File: config.mk
export PLATFORM = sky130hd
export DESIGN_NAME = fetch_seq
export DESIGN_NICKNAME = d
export VERILOG_FILES = /design/src/rtl/fetch_seq.sv
export SDC_FILE = /design/constraint.sdc
export NUM_CORES = 1
export LEC_CHECK = 0
export CORE_MARGIN = 4
export CORE_UTILIZATION = 50
export DETAILED_ROUTE_END_ITERATION = 16
export PLACE_DENSITY = 0.71
export SLEW_MARGIN = 15
export SYNTH_ARGS = -nofsm -noshare
export SYNTH_HDL_FRONTEND = slang
export SYNTH_SLANG_ARGS = --single-unit
export TNS_END_PERCENT = 1
File: constraint.sdc
create_clock -name clk -period 2.45 [get_ports clk]
set_input_delay 0.6125 -clock clk [delete_from_list [all_inputs] [get_ports clk]]
set_output_delay 0.6125 -clock clk [all_outputs]
set_load 0.01 [all_outputs]
File: src/rtl/fetch_seq.sv
// Program-counter sequencer for the EV22 fetch stage: stall, prioritised
// ret/call/jump control and an internal return-address stack with sticky errors.
module fetch_seq #(
  parameter int             AW          = 11,
  parameter int             STACK_DEPTH = 4,
  parameter logic [AW-1:0]  RESET_VEC   = '0,
  localparam int            SPW         = $clog2(STACK_DEPTH + 1)
) (
  input  logic           clk,
  input  logic           nreset,
  input  logic           stall,
  input  logic           jump,
  input  logic           call,
  input  logic           ret,
  input  logic [AW-1:0]  target,
  input  logic           clr_err,
  output logic [AW-1:0]  pc,
  output logic [SPW-1:0] sp,
  output logic           stack_full,
  output logic           stack_empty,
  output logic           err_ovf,
  output logic           err_unf
);

  localparam int IW = (STACK_DEPTH > 1) ? $clog2(STACK_DEPTH) : 1;

  typedef struct packed {
    logic ret;
    logic call;
    logic jump;
  } cmd_t;

  logic [AW-1:0]  stack [STACK_DEPTH];
  logic [AW-1:0]  pc_inc;
  logic [SPW-1:0] sp_dec;
  logic [IW-1:0]  rd_idx;
  logic [IW-1:0]  wr_idx;
  cmd_t           cmd;
  logic           push;

  assign cmd         = '{ret: ret, call: call, jump: jump};
  assign pc_inc      = pc + AW'(1);
  assign sp_dec      = sp - SPW'(1);
  assign rd_idx      = sp_dec[IW-1:0];
  assign wr_idx      = sp[IW-1:0];
  assign stack_full  = (sp == SPW'(STACK_DEPTH));
  assign stack_empty = (sp == '0);

  // A push happens only for a call that is not overridden by stall or ret.
  assign push = !stall && !cmd.ret && cmd.call && !stack_full;

  always_ff @(posedge clk or negedge nreset) begin
    if (!nreset) begin
      pc      <= RESET_VEC;
      sp      <= '0;
      err_ovf <= 1'b0;
      err_unf <= 1'b0;
    end else begin
      // Clear first so a same-cycle new error below takes precedence.
      if (clr_err) begin
        err_ovf <= 1'b0;
        err_unf <= 1'b0;
      end
      if (!stall) begin
        if (cmd.ret) begin
          if (!stack_empty) begin
            pc <= stack[rd_idx];
            sp <= sp_dec;
          end else begin
            pc      <= pc_inc;
            err_unf <= 1'b1;
          end
        end else if (cmd.call) begin
          pc <= target;
          if (!stack_full) sp <= sp + SPW'(1);
          else             err_ovf <= 1'b1;
        end else if (cmd.jump) begin
          pc <= target;
        end else begin
          pc <= pc_inc;
        end
      end
    end
  end

  // Stack storage carries no reset; entries above sp are don't-care.
  always_ff @(posedge clk) begin
    if (push) stack[wr_idx] <= pc_inc;
  end

endmodule

[After elaboration in Yosys (flattened, before gate mapping)]
Memories as Yosys holds them, arrays and structs flattened.
Index checks and enable logic that the tools add are counted.
Word-level totals
  register bits: 16
  latch bits: 0
  memories: 1
  bits of input ports: 18
  logic and storage cells: 40
  bits in writable memories: 44
  output and inout port bits: 18
  memory bits (read-only): 0
Cells by class
  divide/modulo/power cells: 0
  add/sub/neg operators: 3
  multiply operators: 0
  $lt $le $gt $ge: 0
  shifts and indexed selects: 0
  bitwise operators: 1
  multiplexer cells: 19
  equality and inequality tests: 3
  reductions and logical operators: 9
Memories
  stack: depth 4, bits a word 11, rd ports 1, clocked after memory_dff 0, write ports 1, RTL line 33  | logic [AW-1:0] stack [STACK_DEPTH];
Operators with widths (number)
  two-way mux 11 bit: 4
  two-way mux 3 bit: 4
  adder 11 x 1 -> 11 bit, second input constant: 1
  two-way mux 1 bit: 11
  inequality test 2 bit, second input constant: 2
  AND reduction 4 bit: 1
  adder 3 x 1 -> 3 bit, second input constant: 1
  == test 3 bit, second input constant: 1
  logical AND 1 bit: 3
  zero test 1 bit: 3
  zero test 3 bit: 1
  subtractor 3 x 1 -> 3 bit, second input constant: 1
  nonzero test 2 bit: 1
  NOT 1 bit: 1

[Depth between registers and ports, before layout]
Gate-level depths: netlist of the first run.
  word-level depth: 6
  depth in mapped cells: 8
  gate-level depth less buffers: 7

[Worst setup path before layout of the first run]
OpenSTA, ideal clock, no wires.
  path kind: flip-flop to flip-flop
  from: register sp[0]
  to: register sp[2]
  path slack: 0.162 ns
  period minus slack after synthesis: 2.288 ns
  buffers on the path: 1
  library setup time: 0.127 ns
  cell stages (with the launch flop): 9
  arrival: 2.161 ns
  data required time: 2.323 ns
  path through: dfrtp_1 -> buf_4 -> inv_1 -> ha_1 -> or2b_4 -> inv_4 -> and2_4 -> or4_4 -> xnor2_1
Between the ends
  elaborated cells between the ends (all ways): 11
  classes of those cells: add/sub (2); eq/ne (3); mux (4); reduce/logical (2)
RTL lines
  start: declaration: RTL line 18  | output logic [SPW-1:0] sp,
  start signal: assignment: RTL line 68  | sp <= sp_dec;
  start signal: assignment: RTL line 75  | if (!stack_full) sp <= sp + SPW'(1);
  zero test 3 bit: RTL line 47  | assign stack_empty = (sp == '0);
  named net stack_empty: RTL line 20  | output logic stack_empty,
  inequality test 2 bit (no line)
  AND reduction 4 bit (no line)
The timed path passes the listed nets, and every way through them passes these cells. The select of a mux whose other input is x is not followed.
A chain may end at the register's enable or synchronous reset.

[Worst setup path after layout of the first run]
  from: register sp[1]
  to: output port stack_empty
Between the ends
  word-level cells in the longest chain between the ends: 1
Ends and longest elaborated chain (RTL line)
  zero test 3 bit: 47
  end: declaration: 20
No other way between the ends.

==> results of run 1 <==
==> cell usage after synthesis, drive strengths merged, types with 2 or more instances <==
| cell | instances |
|---|---|
| nor4 | 4 |
| o22ai | 4 |
| dfrtp | 16 |
| nand2 | 16 |
| a21oi | 7 |
| mux4 | 10 |
| or2 | 6 |
| o31a | 3 |
| buf | 5 |
| o221ai | 3 |
| nand4 | 2 |
| o21a | 2 |
| a221oi | 2 |
| nor3b | 2 |
| or3 | 4 |
| mux2i | 7 |
| and3 | 2 |
| o31ai | 2 |
| ha | 6 |
| xnor2 | 6 |
| clkbuf | 5 |
| o211ai | 2 |
| o21ai | 8 |
| nor2 | 13 |
| inv | 10 |
| xor2 | 2 |
| nand2b | 2 |
| o211a | 2 |
| and2 | 7 |
| nand3 | 4 |
| edfxtp | 44 |
| nor3 | 7 |
==> how the worst max path moves through the flow <==
stage / end / slack, ns / depth (start not counted)
6_report: stack_empty / 0.1 / 5
5_1_grt: stack_empty / 0.01 / 5
4_1_cts: stack_empty / 0.09 / 5
3_5_place_dp: stack_empty / 0.18 / 5
3_3_place_gp: pc[10] / 0.23 / 6
2_1_floorplan: sp[2] / 0.16 / 8
==> worst reg2reg max path: cells and delay by family (launching register included) <==
| family | cells | cell delay, ns |
|---|---|---|
| adder cells (fa/ha/maj) | 1 | 0.40 |
| multiplexers | 1 | 0.32 |
| flip-flops | 1 | 0.42 |
| AO/OA/AOI/OAI | 3 | 0.42 |
| buffers and inverters | 2 | 0.32 |
==> kinds of logic after synthesis <==
logic type	count (synthesis)	share of synthesized area, %
flops	60	58.5
xor+xnor	8	2.38
simple gates	72	13.3
mux	17	10.0
compound gates	43	10.2
fa+ha+maj	6	2.55
buf+inv	20	3.02
==> repair_timing <==
action / CTS / global route
endpoints found under the setup margin: 2 / 0
endpoints found under the hold margin: 0 / 0
gates resized for setup: 3 / 0
==> power groups by stage <==
stage / Combinational [mW] / Clock, mW / Sequential (mW)
after floorplan: 1.13 / 0 / 1.62
after global placement: 1.83 / 0 / 1.63
after detailed placement: 1.86 / 0 / 1.64
after CTS: 1.87 / 0.929 / 1.62
after global routing: 2.00 / 0.977 / 1.65
final: 1.86 / 0.912 / 1.62
==> per-layer routing <==
layer  vias up  part of all wire (%)
met4         0                  0.83
met3         8                   8.4
li1        970                     -
met2       101                    45
met5         -                     0
met1      1027                    46
==> state kept, by name, indices dropped and copies added (netlist names) <==
name / flops
pc: 11
err_unf: 1
sp: 3
stack: 44
err_ovf: 1
==> area by class of cell <==
type / count / area, sq um
clock buffers: 9 / 124
repair buffers: 50 / 510
inverters: 10 / 40.0
clock inverters: 7 / 82.6
flip-flops and latches: 60 / 1720
well taps: 72 / 90.1
fillers: 428 / 1910
multi-input cells: 146 / 1130
==> per-stage QoR <==
stage	worst slack [ns]	std cells	util [%]	hold slack (ns)
3_5_place_dp	0.184	338	62.4	0.528
5_1_grt	0.0128	354	66.0	0.589
4_1_cts	0.0861	354	66.0	0.540
6_report	0.0961	354	66.0	0.536
3_3_place_gp	0.229	338	62.4	0.525
2_1_floorplan	0.162	226	-	0.317
==> metrics.txt, run 1 <==
GRT Util Overall 20.5%; antenna violations before repair 0; Worst EP arrival 1.74 ns; Sw Ratio 36.6%; maximum clock path buffer count 2; Syn Nets 250; Avg WL per Cell 20.0 um; Static Leak 1.39 nW; Root Buffer clkbuf_8; grt peak-use layer met1; Synth area leaders edfxtp_1, dfrtp_1, mux4_2; final-report setup violation count 0; hold_buf cts 0; Worst Path Buf+Inv 3; Distinct cells, synth 49; capture point of the worst reg-to-reg path pc[5]; die area 7180 sq um; min-delay src err_ovf; WP data required 1.84 ns; Max Cap Viol 0; Hold Path Stages 2; Final Cell Area 3700 sq um; Startpoint Class flip-flop; critical path's slowest cell dfrtp_1; Comb pwr share 42.4%; die outline width 84.7 um; DP HPWL 5.12 mm; core area 5610 sq um; met2 Resource Use GR 29.0%; R2R Setup Slk 0.46 ns; RSZ-0062 raised after global routing false; Final GP Congestion 0.871; Clk Latency, worst-skew pair 0.34 ns; Post-synth EDFFs 44; worst vdd ir 0.595 mV; Critical Path Start sp[1]; sw power 1.61 mW; Synth Instances 226; starting density of the core 52.5%; synthesized area per cell 13.0 sq um; FFs w/ async S/R, synth 26.7%; vias in the first global route 1,939; fin crit share 96.1%; most frequent cells in the layout edfxtp_1, clkdlybuf4s50_1, nand2_1, dfrtp_1, nor2_1; reg2reg start sp[1]; Achievable Freq 0.425 GHz; clk_skew 0.00641 ns; Crit Path Category flip-flop to output pin; slowest stage delay, CP 0.43 ns; met1 GRT Util 30.8%; status completed; cell family with most CP delay buffers and inverters; DRC viols 0; placed inst area 3500 sq um; number of nets in the layout 301; prevailing post-synth register cell edfxtp_1; grt ovf 0; clk sinks 60; register clock-pin slew on the reported worst setup and hold paths 0.07 ns; Pre-antenna DRT Iters 5; DR vias 2,106; die height 84.7 um; Worst Hold Class flip-flop to flip-flop; total CTS buffers 9; share of layout cells above drive strength 1 19.5%; io pins 36; synth warn 0; internal power 2.79 mW; final wirelength 7.10 mm; Post-CTS Repair Setup Buffers 0; vias per cell 5.95; Antenna diodes 0; TritonCTS clock tree yes; most common cell after layout, fill and taps aside edfxtp_1; Sequential Power Share 36.9%; CP Max Fanout 8; Synth Cell Area 2940 sq um; antenna viol nets, final 0; area leader, netlist edfxtp_1; post-layout min period 2.35 ns; sequential-to-total area share from yosys stat 58.5%; Worst Tran Pin Value 0.567 ns; pins over their slew limit 0; Final Hold Viols 0; largest net degree at the start of global routing 17; clock power share 20.7%; met3 usage 4.81%; Critical Path End Type output pin; Std-Cell Rows 27; synthesized flop and latch total 60; Fin Setup TNS 0 ns; detailed router's first-iteration violation count 224; Hold Path End err_ovf; critical-path cell list inv_2 -> ha_1 -> or2b_4 -> inv_4 -> dlygate4sd2_1; Reg2Reg Depth 7; Pwr Density 1190 nW/um^2; Worst slew margin 61.9%; Max H-tree Level 3; first-pass GRT wire length 10.9 mm; Yosys top cell area share 44.9%; Area Overhead vs Synth 25.8%; total power 4.39 mW; Port Buffers 35
No activity file was read; power rests on OpenSTA's default activity.
==> run 2: changes to the inputs <==
SKIP_CTS_REPAIR_TIMING = 1   (was not set)
TNS_END_PERCENT = 30   (was 1)
==> metrics.txt, run 2 (same netlist as run 1, synthesis figures left out) <==
grt ovf 0 (unchanged); fin crit share 91.6% (-4.5 points); Fin Setup TNS 0 ns (unchanged); Worst Tran Pin Value 0.570 ns (+0.00245 ns); slowest stage delay, CP 0.43 ns (about the same); Sequential Area 1720 sq um (unchanged); Worst slew margin 61.7% (-0.16 points); die area 7180 sq um (unchanged); Biggest register stack; TritonCTS clock tree yes; post-layout min period 2.24 ns (-0.110 ns); worst setup path endpoint stack_empty; Worst Hold Class flip-flop to flip-flop; Critical Path Start sp[1]; Area Overhead vs Synth 26.0%; antenna violations before repair 0 (unchanged); die height 84.7 um (unchanged); capture point of the worst reg-to-reg path pc[4]; clk_skew 0.00685 ns (+0.000441 ns); clk sinks 60 (unchanged); Reg2Reg Depth 5 (-2); area occupied by multi-input gates 1130 sq um (unchanged); GRT Util Overall 20.5% (unchanged); Root Buffer clkbuf_8; core area 5610 sq um (unchanged); worst vdd ir 0.599 mV (+0.59%); final-report setup violation count 0 (unchanged); Worst Path Buf+Inv 3 (unchanged); Max Cap Viol 0 (unchanged); detailed router's first-iteration violation count 223 (-0.45%); max FFs per register 44 (unchanged); Port Buffers 35 (unchanged); Hold WS 0.537 ns (+0.000686 ns); Pre-antenna DRT Iters 5 (unchanged); total CTS buffers 9 (unchanged); CP Max Fanout 8 (unchanged); Max H-tree Level 3 (unchanged); most frequent cells in the layout edfxtp_1, clkdlybuf4s50_1, nand2_1, dfrtp_1, nor2_1; status completed; Final Hold Viols 0 (unchanged); vias in the first global route 1,938 (-0.052%); Static Leak 1.41 nW (+1.8%); Antenna diodes 0 (unchanged); critical path's slowest cell dfrtp_1; share of layout cells above drive strength 1 19.5% (unchanged); number of nets in the layout 301 (unchanged); maximum clock path buffer count 2 (unchanged); DRC viols 0 (unchanged); total power 4.41 mW (+0.33%); Std-Cell Rows 27 (unchanged); reg2reg start pc[0]; RSZ-0062 raised after global routing false; Avg WL per Cell 20.2 um (+0.76%); most common cell after layout, fill and taps aside edfxtp_1; biggest regs stack x44, pc x11, sp x3; Filler cells 428 (unchanged); Pwr Density 1190 nW/um^2 (+0.13%); first-pass GRT wire length 10.9 mm (unchanged); critical-path cell list inv_2 -> ha_1 -> or2b_4 -> inv_4 -> dlymetal6s2s_1; largest net degree at the start of global routing 17 (unchanged); Final GP Congestion 0.871 (unchanged); final wirelength 7.15 mm (+0.76%); vias per cell 5.95 (about the same); CP Depth 5 (unchanged); io pins 36 (unchanged); Worst EP arrival 1.63 ns (-0.11 ns); DP HPWL 5.12 mm (unchanged); Clk Latency, worst-skew pair 0.34 ns (about the same); Critical Path End Type output pin; starting density of the core 52.5% (unchanged); Startpoint Class flip-flop; antenna viol nets, final 0 (unchanged); R2R Setup Slk 0.45 ns (about the same); WP data required 1.84 ns (about the same); die outline width 84.7 um (unchanged); DR vias 2,107 (+0.047%); cell family with most CP delay flip-flops; Crit Path Category flip-flop to output pin; Achievable Freq 0.446 GHz (+4.9%); register clock-pin slew on the reported worst setup and hold paths 0.08 ns (about the same); pins over their slew limit 0 (unchanged)
run 2: cell count changes in the layout (fill, tap and decap cells not counted):
cell / change
dlygate4sd2_1: -2
dlymetal6s2s_1: +2
run 2: layout make-up:
type	count	area share [%]
sequential	60	46.4
timing repair buffer	50	14.0
multi-input combinational	146	30.6
clock buffer	9	3.34
inverter	10	1.08
tap	72	2.43
clock inverter	7	2.23
run 2: layer usage:
metal  GRT usage, %  share of wire [%]
met1           30.8                 47
met2           29.0                 45
met3           4.81                7.3
met4           7.05               0.84
met5              0                  0
run 2: how the worst min path moves through the flow:
stage / start / endpoint / slack, ns / cells after the start
final: err_ovf / err_ovf / 0.54 / 2
after global placement: err_unf / err_unf / 0.52 / 2
after CTS: err_unf / err_unf / 0.54 / 2
after detailed placement: err_unf / err_unf / 0.53 / 2
after global routing: err_ovf / err_ovf / 0.59 / 2
after floorplan: nreset / err_ovf / 0.32 / 0
run 2: stage by stage:
| step | util, % | instances | area (sq um) | setup WS, ns |
|---|---|---|---|---|
| 2_1_floorplan | - | 226 | 2940 | 0.162 |
| 3_3_place_gp | 62.4 | 338 | 3500 | 0.229 |
| 3_5_place_dp | 62.4 | 338 | 3500 | 0.184 |
| 4_1_cts | 66.1 | 354 | 3700 | -0.228 |
| 5_1_grt | 66.2 | 354 | 3710 | 0.120 |
| 6_report | 66.2 | 354 | 3710 | 0.206 |
run 2: worst register-to-register path, stage by stage, from the launching register on:
cell and delay [ns]:
dfrtp_1 0.52, ha_1 0.37, nand3_1 0.14, xnor2_1 0.50, mux2i_1 0.15, o221ai_1 0.22
run 2: where the power goes:
part	switching, mW	leakage, nW	internal [mW]	total [mW]
sequential	0.220	0.590	1.40	1.62
clock	0.430	0.0984	0.485	0.914
combinational	0.965	0.722	0.908	1.87
==> run 3: changes to the inputs <==
ABC_CLOCK_PERIOD_IN_PS = 2450   (was not set)
==> results of run 3 <==
No change in the layout: final DEF, timing and power equal those of run 2.
